### src/rtl/des_pkg.sv
// DES constants, FSM state type and small permutation/shift helpers shared by
// the round scheduler and the f-function.
package des_pkg;

  typedef enum logic [1:0] {IDLE = 2'd0, ROUND = 2'd1, DONE = 2'd2} state_t;

  localparam int ROUNDS = 16;

  // Tables use DES 1-based numbering: entry n refers to bit n, MSB first.
  localparam int IP_T [64] = '{
    58, 50, 42, 34, 26, 18, 10, 2, 60, 52, 44, 36, 28, 20, 12, 4,
    62, 54, 46, 38, 30, 22, 14, 6, 64, 56, 48, 40, 32, 24, 16, 8,
    57, 49, 41, 33, 25, 17,  9, 1, 59, 51, 43, 35, 27, 19, 11, 3,
    61, 53, 45, 37, 29, 21, 13, 5, 63, 55, 47, 39, 31, 23, 15, 7};

  localparam int FP_T [64] = '{
    40, 8, 48, 16, 56, 24, 64, 32, 39, 7, 47, 15, 55, 23, 63, 31,
    38, 6, 46, 14, 54, 22, 62, 30, 37, 5, 45, 13, 53, 21, 61, 29,
    36, 4, 44, 12, 52, 20, 60, 28, 35, 3, 43, 11, 51, 19, 59, 27,
    34, 2, 42, 10, 50, 18, 58, 26, 33, 1, 41,  9, 49, 17, 57, 25};

  localparam int E_T [48] = '{
    32,  1,  2,  3,  4,  5,  4,  5,  6,  7,  8,  9,
     8,  9, 10, 11, 12, 13, 12, 13, 14, 15, 16, 17,
    16, 17, 18, 19, 20, 21, 20, 21, 22, 23, 24, 25,
    24, 25, 26, 27, 28, 29, 28, 29, 30, 31, 32,  1};

  localparam int P_T [32] = '{
    16,  7, 20, 21, 29, 12, 28, 17,  1, 15, 23, 26,  5, 18, 31, 10,
     2,  8, 24, 14, 32, 27,  3,  9, 19, 13, 30,  6, 22, 11,  4, 25};

  localparam int PC1_T [56] = '{
    57, 49, 41, 33, 25, 17,  9,  1, 58, 50, 42, 34, 26, 18,
    10,  2, 59, 51, 43, 35, 27, 19, 11,  3, 60, 52, 44, 36,
    63, 55, 47, 39, 31, 23, 15,  7, 62, 54, 46, 38, 30, 22,
    14,  6, 61, 53, 45, 37, 29, 21, 13,  5, 28, 20, 12,  4};

  localparam int PC2_T [48] = '{
    14, 17, 11, 24,  1,  5,  3, 28, 15,  6, 21, 10,
    23, 19, 12,  4, 26,  8, 16,  7, 27, 20, 13,  2,
    41, 52, 31, 37, 47, 55, 30, 40, 51, 45, 33, 48,
    44, 49, 39, 56, 34, 53, 46, 42, 50, 36, 29, 32};

  // Each box is stored row-major: index = row*16 + column.
  localparam int SBOX [8][64] = '{
    '{14, 4, 13, 1, 2, 15, 11, 8, 3, 10, 6, 12, 5, 9, 0, 7,
      0, 15, 7, 4, 14, 2, 13, 1, 10, 6, 12, 11, 9, 5, 3, 8,
      4, 1, 14, 8, 13, 6, 2, 11, 15, 12, 9, 7, 3, 10, 5, 0,
      15, 12, 8, 2, 4, 9, 1, 7, 5, 11, 3, 14, 10, 0, 6, 13},
    '{15, 1, 8, 14, 6, 11, 3, 4, 9, 7, 2, 13, 12, 0, 5, 10,
      3, 13, 4, 7, 15, 2, 8, 14, 12, 0, 1, 10, 6, 9, 11, 5,
      0, 14, 7, 11, 10, 4, 13, 1, 5, 8, 12, 6, 9, 3, 2, 15,
      13, 8, 10, 1, 3, 15, 4, 2, 11, 6, 7, 12, 0, 5, 14, 9},
    '{10, 0, 9, 14, 6, 3, 15, 5, 1, 13, 12, 7, 11, 4, 2, 8,
      13, 7, 0, 9, 3, 4, 6, 10, 2, 8, 5, 14, 12, 11, 15, 1,
      13, 6, 4, 9, 8, 15, 3, 0, 11, 1, 2, 12, 5, 10, 14, 7,
      1, 10, 13, 0, 6, 9, 8, 7, 4, 15, 14, 3, 11, 5, 2, 12},
    '{7, 13, 14, 3, 0, 6, 9, 10, 1, 2, 8, 5, 11, 12, 4, 15,
      13, 8, 11, 5, 6, 15, 0, 3, 4, 7, 2, 12, 1, 10, 14, 9,
      10, 6, 9, 0, 12, 11, 7, 13, 15, 1, 3, 14, 5, 2, 8, 4,
      3, 15, 0, 6, 10, 1, 13, 8, 9, 4, 5, 11, 12, 7, 2, 14},
    '{2, 12, 4, 1, 7, 10, 11, 6, 8, 5, 3, 15, 13, 0, 14, 9,
      14, 11, 2, 12, 4, 7, 13, 1, 5, 0, 15, 10, 3, 9, 8, 6,
      4, 2, 1, 11, 10, 13, 7, 8, 15, 9, 12, 5, 6, 3, 0, 14,
      11, 8, 12, 7, 1, 14, 2, 13, 6, 15, 0, 9, 10, 4, 5, 3},
    '{12, 1, 10, 15, 9, 2, 6, 8, 0, 13, 3, 4, 14, 7, 5, 11,
      10, 15, 4, 2, 7, 12, 9, 5, 6, 1, 13, 14, 0, 11, 3, 8,
      9, 14, 15, 5, 2, 8, 12, 3, 7, 0, 4, 10, 1, 13, 11, 6,
      4, 3, 2, 12, 9, 5, 15, 10, 11, 14, 1, 7, 6, 0, 8, 13},
    '{4, 11, 2, 14, 15, 0, 8, 13, 3, 12, 9, 7, 5, 10, 6, 1,
      13, 0, 11, 7, 4, 9, 1, 10, 14, 3, 5, 12, 2, 15, 8, 6,
      1, 4, 11, 13, 12, 3, 7, 14, 10, 15, 6, 8, 0, 5, 9, 2,
      6, 11, 13, 8, 1, 4, 10, 7, 9, 5, 0, 15, 14, 2, 3, 12},
    '{13, 2, 8, 4, 6, 15, 11, 1, 10, 9, 3, 14, 5, 0, 12, 7,
      1, 15, 13, 8, 10, 3, 7, 4, 12, 5, 6, 11, 0, 14, 9, 2,
      7, 11, 4, 1, 9, 12, 14, 2, 0, 6, 10, 13, 15, 3, 5, 8,
      2, 1, 14, 7, 4, 10, 8, 13, 15, 12, 9, 0, 3, 5, 6, 11}};

  function automatic logic [63:0] ip(input logic [63:0] x);
    logic [63:0] y;
    y = '0;
    for (int i = 0; i < 64; i++) y[6'(63 - i)] = x[6'(64 - IP_T[6'(i)])];
    return y;
  endfunction

  function automatic logic [63:0] fp(input logic [63:0] x);
    logic [63:0] y;
    y = '0;
    for (int i = 0; i < 64; i++) y[6'(63 - i)] = x[6'(64 - FP_T[6'(i)])];
    return y;
  endfunction

  function automatic logic [47:0] e_exp(input logic [31:0] x);
    logic [47:0] y;
    y = '0;
    for (int i = 0; i < 48; i++) y[6'(47 - i)] = x[5'(32 - E_T[6'(i)])];
    return y;
  endfunction

  function automatic logic [31:0] p_perm(input logic [31:0] x);
    logic [31:0] y;
    y = '0;
    for (int i = 0; i < 32; i++) y[5'(31 - i)] = x[5'(32 - P_T[5'(i)])];
    return y;
  endfunction

  function automatic logic [55:0] pc1(input logic [63:0] x);
    logic [55:0] y;
    y = '0;
    for (int i = 0; i < 56; i++) y[6'(55 - i)] = x[6'(64 - PC1_T[6'(i)])];
    return y;
  endfunction

  function automatic logic [47:0] pc2(input logic [55:0] x);
    logic [47:0] y;
    y = '0;
    for (int i = 0; i < 48; i++) y[6'(47 - i)] = x[6'(56 - PC2_T[6'(i)])];
    return y;
  endfunction

  // Decrypt walks the key schedule backwards: K16 equals the PC1 halves, so
  // the first decrypt round does not rotate at all.
  function automatic logic [1:0] shift_amt(input logic [3:0] rcnt, input logic mode);
    logic short_step;
    short_step = (rcnt == 4'd0) || (rcnt == 4'd1) || (rcnt == 4'd8) || (rcnt == 4'd15);
    if (mode && rcnt == 4'd0) return 2'd0;
    return short_step ? 2'd1 : 2'd2;
  endfunction

  function automatic logic [27:0] rot28(input logic [27:0] x, input logic [1:0] amt,
                                        input logic right);
    case ({right, amt})
      3'b001:  return {x[26:0], x[27]};
      3'b010:  return {x[25:0], x[27:26]};
      3'b101:  return {x[0], x[27:1]};
      3'b110:  return {x[1:0], x[27:2]};
      default: return x;
    endcase
  endfunction

endpackage

### src/rtl/des_f.sv
// Combinational DES f-function: expansion, subkey XOR, S1..S8, P permutation.
module des_f
  import des_pkg::*;
(
  input  logic [31:0] r,
  input  logic [47:0] k,
  output logic [31:0] f
);

  logic [47:0] x;
  logic [31:0] s;

  assign x = e_exp(r) ^ k;

  for (genvar i = 0; i < 8; i++) begin : g_sbox
    des_sbox #(.IDX(i)) u_sbox (
      .x(x[47 - 6*i -: 6]),
      .y(s[31 - 4*i -: 4])
    );
  end

  assign f = p_perm(s);

endmodule

### src/rtl/des_sbox.sv
// One DES S-box; IDX (0..7) selects S1..S8.
module des_sbox
  import des_pkg::*;
#(
  parameter int IDX = 0
) (
  input  logic [5:0] x,
  output logic [3:0] y
);

  // Outer bits pick the row, inner four bits pick the column.
  assign y = 4'(SBOX[IDX][{x[5], x[0], x[4:1]}]);

endmodule

### src/rtl/des_round_sched.sv
// Iterative DES encrypt/decrypt scheduler. Defining DES_TWO_ROUND_EN chains two
// round datapaths per cycle (8-cycle ROUND phase); results are identical.
module des_round_sched
  import des_pkg::*;
(
  input  logic        clk,
  input  logic        rst,
  input  logic        in_valid,
  output logic        in_ready,
  input  logic [63:0] in_data,
  input  logic [63:0] in_key,
  input  logic        in_mode,
  output logic        out_valid,
  input  logic        out_ready,
  output logic [63:0] out_data,
  output state_t      fsm_state
);

  // Handshakes: a transfer happens on a rising edge where valid and ready are
  // both high; the producer holds its data stable while valid is high and
  // ready is low. in_ready is only high in IDLE, out_valid only in DONE.

`ifdef DES_TWO_ROUND_EN
  localparam int STEP = 2;
`else
  localparam int STEP = 1;
`endif
  localparam logic [3:0] LAST_RCNT = 4'(ROUNDS - STEP);
  localparam logic [3:0] RCNT_STEP = 4'(STEP);

  state_t      state, next_state;
  logic [31:0] l, r;
  logic [27:0] c, d;
  logic [3:0]  rcnt;
  logic        mode;

  logic [31:0] l_nxt, r_nxt;
  logic [27:0] c_nxt, d_nxt;

  logic [27:0] c1, d1;
  logic [47:0] k1;
  logic [31:0] f1;

  assign c1 = rot28(c, shift_amt(rcnt, mode), mode);
  assign d1 = rot28(d, shift_amt(rcnt, mode), mode);
  assign k1 = pc2({c1, d1});

  des_f u_f0 (.r(r), .k(k1), .f(f1));

`ifdef DES_TWO_ROUND_EN
  logic [27:0] c2, d2;
  logic [47:0] k2;
  logic [31:0] f2;
  logic [3:0]  rcnt1;

  assign rcnt1 = rcnt + 4'd1;
  assign c2    = rot28(c1, shift_amt(rcnt1, mode), mode);
  assign d2    = rot28(d1, shift_amt(rcnt1, mode), mode);
  assign k2    = pc2({c2, d2});

  des_f u_f1 (.r(l ^ f1), .k(k2), .f(f2));

  assign l_nxt = l ^ f1;
  assign r_nxt = r ^ f2;
  assign c_nxt = c2;
  assign d_nxt = d2;
`else
  assign l_nxt = r;
  assign r_nxt = l ^ f1;
  assign c_nxt = c1;
  assign d_nxt = d1;
`endif

  always_ff @(posedge clk) begin
    if (rst) state <= IDLE;
    else     state <= next_state;
  end

  always_comb begin
    next_state = state;
    in_ready   = 1'b0;
    out_valid  = 1'b0;
    case (state)
      IDLE: begin
        in_ready = !rst;
        if (in_valid) next_state = ROUND;
      end
      ROUND: begin
        if (rcnt == LAST_RCNT) next_state = DONE;
      end
      DONE: begin
        out_valid = 1'b1;
        if (out_ready) next_state = IDLE;
      end
      default: next_state = IDLE;
    endcase
  end

  always_ff @(posedge clk) begin
    if (rst) begin
      l    <= '0;
      r    <= '0;
      c    <= '0;
      d    <= '0;
      rcnt <= '0;
      mode <= 1'b0;
    end else begin
      case (state)
        IDLE: begin
          rcnt <= '0;
          if (in_valid) begin
            {l, r} <= ip(in_data);
            {c, d} <= pc1(in_key);
            mode   <= in_mode;
          end
        end
        ROUND: begin
          l    <= l_nxt;
          r    <= r_nxt;
          c    <= c_nxt;
          d    <= d_nxt;
          rcnt <= (rcnt == LAST_RCNT) ? 4'd0 : rcnt + RCNT_STEP;
        end
        default: rcnt <= '0;
      endcase
    end
  end

  // Final output undoes the last round's swap before the inverse IP.
  assign out_data  = (state == DONE) ? fp({r, l}) : 64'd0;
  assign fsm_state = state;

endmodule

### config.mk
export PLATFORM = sky130hd
export DESIGN_NAME = des_round_sched
export DESIGN_NICKNAME = d
export VERILOG_FILES = /design/src/rtl/des_pkg.sv /design/src/rtl/des_f.sv /design/src/rtl/des_sbox.sv /design/src/rtl/des_round_sched.sv
export SDC_FILE = /design/constraint.sdc
export NUM_CORES = 1
export LEC_CHECK = 0
export CAP_MARGIN = 20
export CORE_AREA = 2 2 78 80
export CTS_CLUSTER_SIZE = 24
export DETAILED_ROUTE_END_ITERATION = 8
export DIE_AREA = 0 0 80 82
export DONT_BUFFER_PORTS = 1
export HOLD_SLACK_MARGIN = 0.12
export PLACE_DENSITY = 0.3
export SLEW_MARGIN = 20
export SYNTH_ARGS = -nofsm -noshare
export SYNTH_HDL_FRONTEND = slang
export SYNTH_SLANG_ARGS = --single-unit
### constraint.sdc
create_clock -name clk -period 1.25 [get_ports clk]
set_clock_uncertainty 0.2 [all_clocks]
set_input_delay 0.375 -clock clk [delete_from_list [all_inputs] [get_ports clk]]
set_output_delay 0.375 -clock clk [all_outputs]
set_load 0.01 [all_outputs]
==> summary.md, run 1 <==
| Metric | Value |
|---|---|
| Number of diodes | 0 |
| Most used cells in the layout excluding fill and tap cells | conb_1, buf_4, nor2_1 |
| Category of the worst setup path launch point | register |
| Maximum resistive drop on vdd | 0.224 mV |
| Clock network latency to the later pin of the worst-skew pair | 220 ps |
| Fraction of final layout cells with drive strength greater than 1 | 0.233 |
| Synth top area share | 0.668 |
| Synth Area per Inst | 7.99 µm² |
| Post-detailed-route count of antenna-violating nets | 0 |
| Initial core utilization | 0.125 |
| Number of synthesized register bits | 6 |
| Number of global-route vias before repair | 230 |
| Area of the core | 5750 µm² |
| Data arrival at the endpoint of the critical path | 820 ps |
| Number of hold-slack violations in the final timing report | 0 |
| CTS tree | built |
| Post-synthesis simple-gate area fraction | 0.101 |
| Crit Reg-Reg Endpoint | fsm_state[1] |
| Min-delay src | rst |
| Number of buffer cells added on primary ports | 0 |
| Main combinational cell family by area after synthesis | buffers and inverters |
| Final WS setup | -149 ps |
| Cell depth of the worst hold path | 3 |
| X dimension of the die | 80 µm |
| Worst-case register-to-register setup slack | -130 ps |
| Fmax | 0.715 GHz |
| Overall power of the completed layout | 633 µW |
| Maximum buffer depth of the clock tree | 2 |
| # DRC | 0 |
| Run status | finished with violations |
| Number of core rows | 28 |
| Area after detailed placement | 642 µm² |
| Number of antenna violations at the first check in global routing | 0 |
| Number of maximum-capacitance constraint violations | 0 |
| Distinct cell type count of the synthesized netlist | 16 |
| Placed cells | 171 |
| Kind of capture point of the worst setup path | output port |
| Die Y | 82 µm |
| Category of the most critical setup path | register to output port |
| Routed wire per std cell | 5.14 µm |
| GP Congestion | 0.634 |
| Path class of the lowest-slack min-delay path | input pin to register |
| Largest net degree at the start of global routing | 6 |
| Unrepaired setup endpoints after global routing | true |
| Area overhead of the layout relative to synthesis | 7.48% |
| Count of filler cells inserted in the layout | 669 |
| Number of cells in the finished layout apart from fillers | 178 |
| Sequential fraction of the synthesis area | 0.167 |
| Final setup vio count | 5 |
| Largest driver fanout on the critical path | 3 |
| Count of yosys warnings during synthesis | 0 |
| Post-synthesis instance area | 719 µm² |
| Violated checks | setup timing |
| Cell at the root of the clock tree | clkbuf_8 |
| Xor-xnor portion of the synthesized cell area | 0.0243 |
| Worst endpoint required time | 680 ps |
| Area enclosed by the die boundary | 6560 µm² |
| Number of cells on the worst reg-to-reg path | 4 |
| Cell accounting for the most synthesized area | buf_4 |
| DP Wirelength | 731 µm |
| Final standard cell utilization of the core | 0.135 |
| Hold endpoint | fsm_state[0] |
| # nets final | 239 |
| Sink Count | 6 |
| Combined global-route utilization of all metal layers | 0.0237 |
| Leak Pwr | 0.385 nW |
| Synthesized netlist cell count | 90 |
| Proportion of synthesized area in mux cells | 0 |
| Cell area power density | 819 nW/µm² |
| Post-layout min period | 1400 ps |
| Avg Vias per Cell | 2.16 |
| Final WL | 915 µm |
| Clock buffer count from CTS | 3 |
| Clk pin slew, worst setup/hold paths | 30 ps |
| Vias | 385 |
| Most common library cell in the layout ignoring fill and taps | conb_1 |
| Count of TritonRoute iterations in the first routing pass | 2 |
| Adder and majority cell fraction of the synthesized area | 0.0174 |
| GRT overflow | 0 |
| Complex-gate fraction of the synthesized area | 0.0122 |
| Worst slack at placement | -83.4 ps |
| Number of levels the H-tree was split into | 1 |
| Crit share post-route | 1.12 |
| Max-slew violation count | 0 |
| Global-route wire length before repair | 986 µm |
| Boundary Pins | 201 |
| Iteration-0 DRC count of the detailed router | 1 |
| Reg-to-Reg Start | fsm_state[1] |
| Top cells by area in the synthesized netlist | buf_4, dfxtp_1, nor2_1 |
| Design Area, Final | 773 µm² |
==> cells by family after synthesis <==
group,Yosys count
AOI/OAI and AO/OA,1
xor gates and xnor gates,2
adders and majority gates,1
buffers and inverters,65
DFF,6
other,1
and+or+nand+nor,14
==> routing by layer <==
metal	global-route usage	up-vias	share of wire
met5	0	-	0
met4	0.0153	0	0
met3	0.0308	0	0.26
met2	0.0350	49	0.46
met1	0.0157	162	0.28
li1	-	174	-
==> synthesized netlist by cell type <==
master and number:
a21oi_2 1, buf_4 64, conb_1 1, dfxtp_1 6, ha_1 1, inv_1 1
nand2_1 2, nand2b_1 1, nand3_1 2, nand3_2 1, nor2_1 5, nor2b_1 1
nor3_1 1, or3b_1 1, xnor2_1 1, xor2_1 1
==> through the flow <==
stage               TNS (ps)  hold slack [ps]
finish                  -557              128
global route            -752              133
CTS                     -934              123
detailed placement      -111              241
global placement        -115              239
floorplan              -41.2              220
==> worst max path at each step <==
| stage | start | end | depth (start not counted) |
|---|---|---|---|
| after global placement | rcnt[1] | fsm_state[1] | 4 |
| after floorplan | rcnt[1] | fsm_state[1] | 4 |
| after CTS | fsm_state[1] | out_valid | 2 |
| after global routing | fsm_state[1] | out_valid | 2 |
| after detailed placement | rcnt[1] | fsm_state[1] | 4 |
| final | fsm_state[1] | out_valid | 2 |
==> final cells by class <==
class	count	area, µm²	area share
Clock buffer	3	41.3	0.0534
Inverter	1	3.75	0.00485
Multi-Input combinational cell	82	405	0.524
Sequential cell	6	130	0.168
Tap cell	75	93.8	0.121
Timing Repair Buffer	11	98.8	0.128
==> flip-flops by register name (all words and copies together), names as in the netlist <==
name       count
fsm_state      2
rcnt           4
==> repair_timing <==
item                                    4_1_cts  5_1_grt
resized for setup                             9        6
pin swaps                                     5        3
hold buffers                                  2        0
hold endpoints to repair                      2        0
endpoints found under the setup margin        5       10
setup buffers                                 1        1
==> report_power, final <==
part	switching, mW	leakage [nW]	internal [mW]
Clock	0.0777	0.0216	0.206
Sequential	0.0111	0.0510	0.199
Combinational	0.109	0.312	0.0302
==> critical path, cell delays in order (launching register included) <==
cell	delay, ps
dfxtp_4	350
nor2b_4	140
buf_6	110
Power figures use the tool's default switching activity.
==> inputs of run 2 (changes only) <==
Settings changed: CTS_CLUSTER_DIAMETER set to 50.
==> results of run 2 <==
No change in the layout: final DEF, timing and power equal those of run 1.
==> inputs of run 3 (changes only) <==
Settings changed: CTS_BUF_LIST set to sky130_fd_sc_hd__clkbuf_2 sky130_fd_sc_hd__clkbuf_4 sky130_fd_sc_hd__clkbuf_8, SKIP_CTS_REPAIR_TIMING set to 1.
==> run 3 against run 2 <==
  * The run still ends with setup timing left
  * Register-to-register slack better by 70 ps
  * Power is 2.1% lower
  * Sequential share of layout area up 0.95 points
  * Flip-flop and latch count stayed put
  * Sequential power is essentially flat
  * Utilization shrank 0.72 points
  * Via count fell by 1.3%
  * Non-clock buffer count shrank 2
==> summary.md, run 3 (synthesis gave the netlist of run 1 again) <==
| Metric | Value |
|---|---|
| Run status | finished with violations |
| Violated checks | setup timing |
| Unrepaired setup endpoints after global routing | true |
| CP startpoint | fsm_state[1] |
| Number of diodes | 0 |
| Count of TritonRoute iterations in the first routing pass | 2 |
| Worst slack at placement | -83.4 ps |
| Avg Vias per Cell | 2.16 |
| Design Area, Final | 732 µm² |
| Largest register FFs | 4 |
| Routed wire per std cell | 4.77 µm |
| Number of levels the H-tree was split into | 1 |
| Number of antenna violations at the first check in global routing | 0 |
| Area enclosed by the die boundary | 6560 µm² |
| Boundary Pins | 201 |
| Final setup vio count | 5 |
| Category of the most critical setup path | register to output port |
| Path class of the lowest-slack min-delay path | input pin to register |
| Sink Count | 6 |
| Number of buffer cells added on primary ports | 0 |
| Number of core rows | 28 |
| Largest Register | rcnt |
| Area of the core | 5750 µm² |
| Most common library cell in the layout ignoring fill and taps | conb_1 |
| Cell area power density | 847 nW/µm² |
| Min-delay src | rst |
| Area used by multi-input combinational logic | 383 µm² |
| Leak Pwr | 0.369 nW |
| Post-detailed-route count of antenna-violating nets | 0 |
| Final WS setup | -159 ps |
| Number of hold-slack violations in the final timing report | 0 |
| Count of filler cells inserted in the layout | 671 |
| Largest net degree at the start of global routing | 6 |
| Maximum buffer depth of the clock tree | 2 |
| Die Y | 82 µm |
| CTS tree | built |
| Vias | 380 |
| Area overhead of the layout relative to synthesis | 1.74% |
| Clk pin slew, worst setup/hold paths | 30 ps |
| Largest driver fanout on the critical path | 4 |
| Initial core utilization | 0.125 |
| Category of the worst setup path launch point | register |
| Post-layout min period | 1410 ps |
| # DRC | 0 |
| Iteration-0 DRC count of the detailed router | 3 |
| Worst endpoint required time | 680 ps |
| Combined global-route utilization of all metal layers | 0.0232 |
| Fraction of final layout cells with drive strength greater than 1 | 0.188 |
| Final-layout worst hold slack | 127 ps |
| Crit share post-route | 1.13 |
| Data arrival at the endpoint of the critical path | 830 ps |
| DP Wirelength | 731 µm |
| Most used cells in the layout excluding fill and tap cells | conb_1, nor2_1, buf_4 |
| Cell at the root of the clock tree | clkbuf_8 |
| GRT overflow | 0 |
| Number of cells in the finished layout apart from fillers | 176 |
| Number of global-route vias before repair | 218 |
| Area after detailed placement | 642 µm² |
| Storage element area | 130 µm² |
| Final standard cell utilization of the core | 0.127 |
| Number of maximum-capacitance constraint violations | 0 |
| Clock buffer count from CTS | 3 |
| Placed cells | 171 |
| Final WL | 839 µm |
| X dimension of the die | 80 µm |
| Maximum resistive drop on vdd | 0.221 mV |
| Fmax | 0.710 GHz |
| Clock network latency to the later pin of the worst-skew pair | 220 ps |
| # nets final | 237 |
| Max-slew violation count | 0 |
| Worst-case register-to-register setup slack | -60 ps |
| GP Congestion | 0.634 |
| Kind of capture point of the worst setup path | output port |
| Global-route wire length before repair | 972 µm |
| Reg-to-Reg Start | rcnt[1] |
## run 3: cell types whose count changed in the layout (fill, tap and decap cells not counted), sizes merged
cell | previous run | this run
buf | 9 | 7
## run 3: power by group
part / internal, mW / total [mW] / switching (mW)
Sequential: 0.199 / 0.211 / 0.0116
Combinational: 0.0227 / 0.126 / 0.103
Clock: 0.206 / 0.283 / 0.0771
Total: 0.428 / 0.620 / 0.192
## run 3: final timing paths
kind	end	cells past startpoint
hold / removal	fsm_state[0]	3
setup reg to reg	fsm_state[1]	4
hold reg to reg	rcnt[0]	2
setup / recovery	out_valid	2
## run 3: stage by stage
| step | total power [mW] | TNS (ps) |
|---|---|---|
| 2_1_floorplan | 0.460 | -41.2 |
| 3_3_place_gp | 0.326 | -115 |
| 3_5_place_dp | 0.325 | -111 |
| 4_1_cts | 0.620 | -759 |
| 5_1_grt | 0.668 | -577 |
| 6_report | 0.620 | -412 |
## run 3: worst max-delay path, stage by stage, from the launching register on
cell and delay [ps]:
dfxtp_4 360, nor2b_4 150, buf_6 110
## run 3: area by class of cell
class                           count  area share
Clock buffer                        3      0.0564
Inverter                            1     0.00513
Multi-Input combinational cell     82       0.523
Sequential cell                     6       0.178
Tap cell                           75       0.128
Timing Repair Buffer                9       0.109
## run 3: per-layer routing
| metal | up-vias | routed length [µm] | global-route usage |
|---|---|---|---|
| li1 | 172 | - | - |
| met3 | 0 | 234 | 0.0319 |
| met2 | 49 | 368 | 0.0308 |
| met5 | - | 0 | 0 |
| met4 | 0 | 0 | 0.0153 |
| met1 | 159 | 236 | 0.0170 |
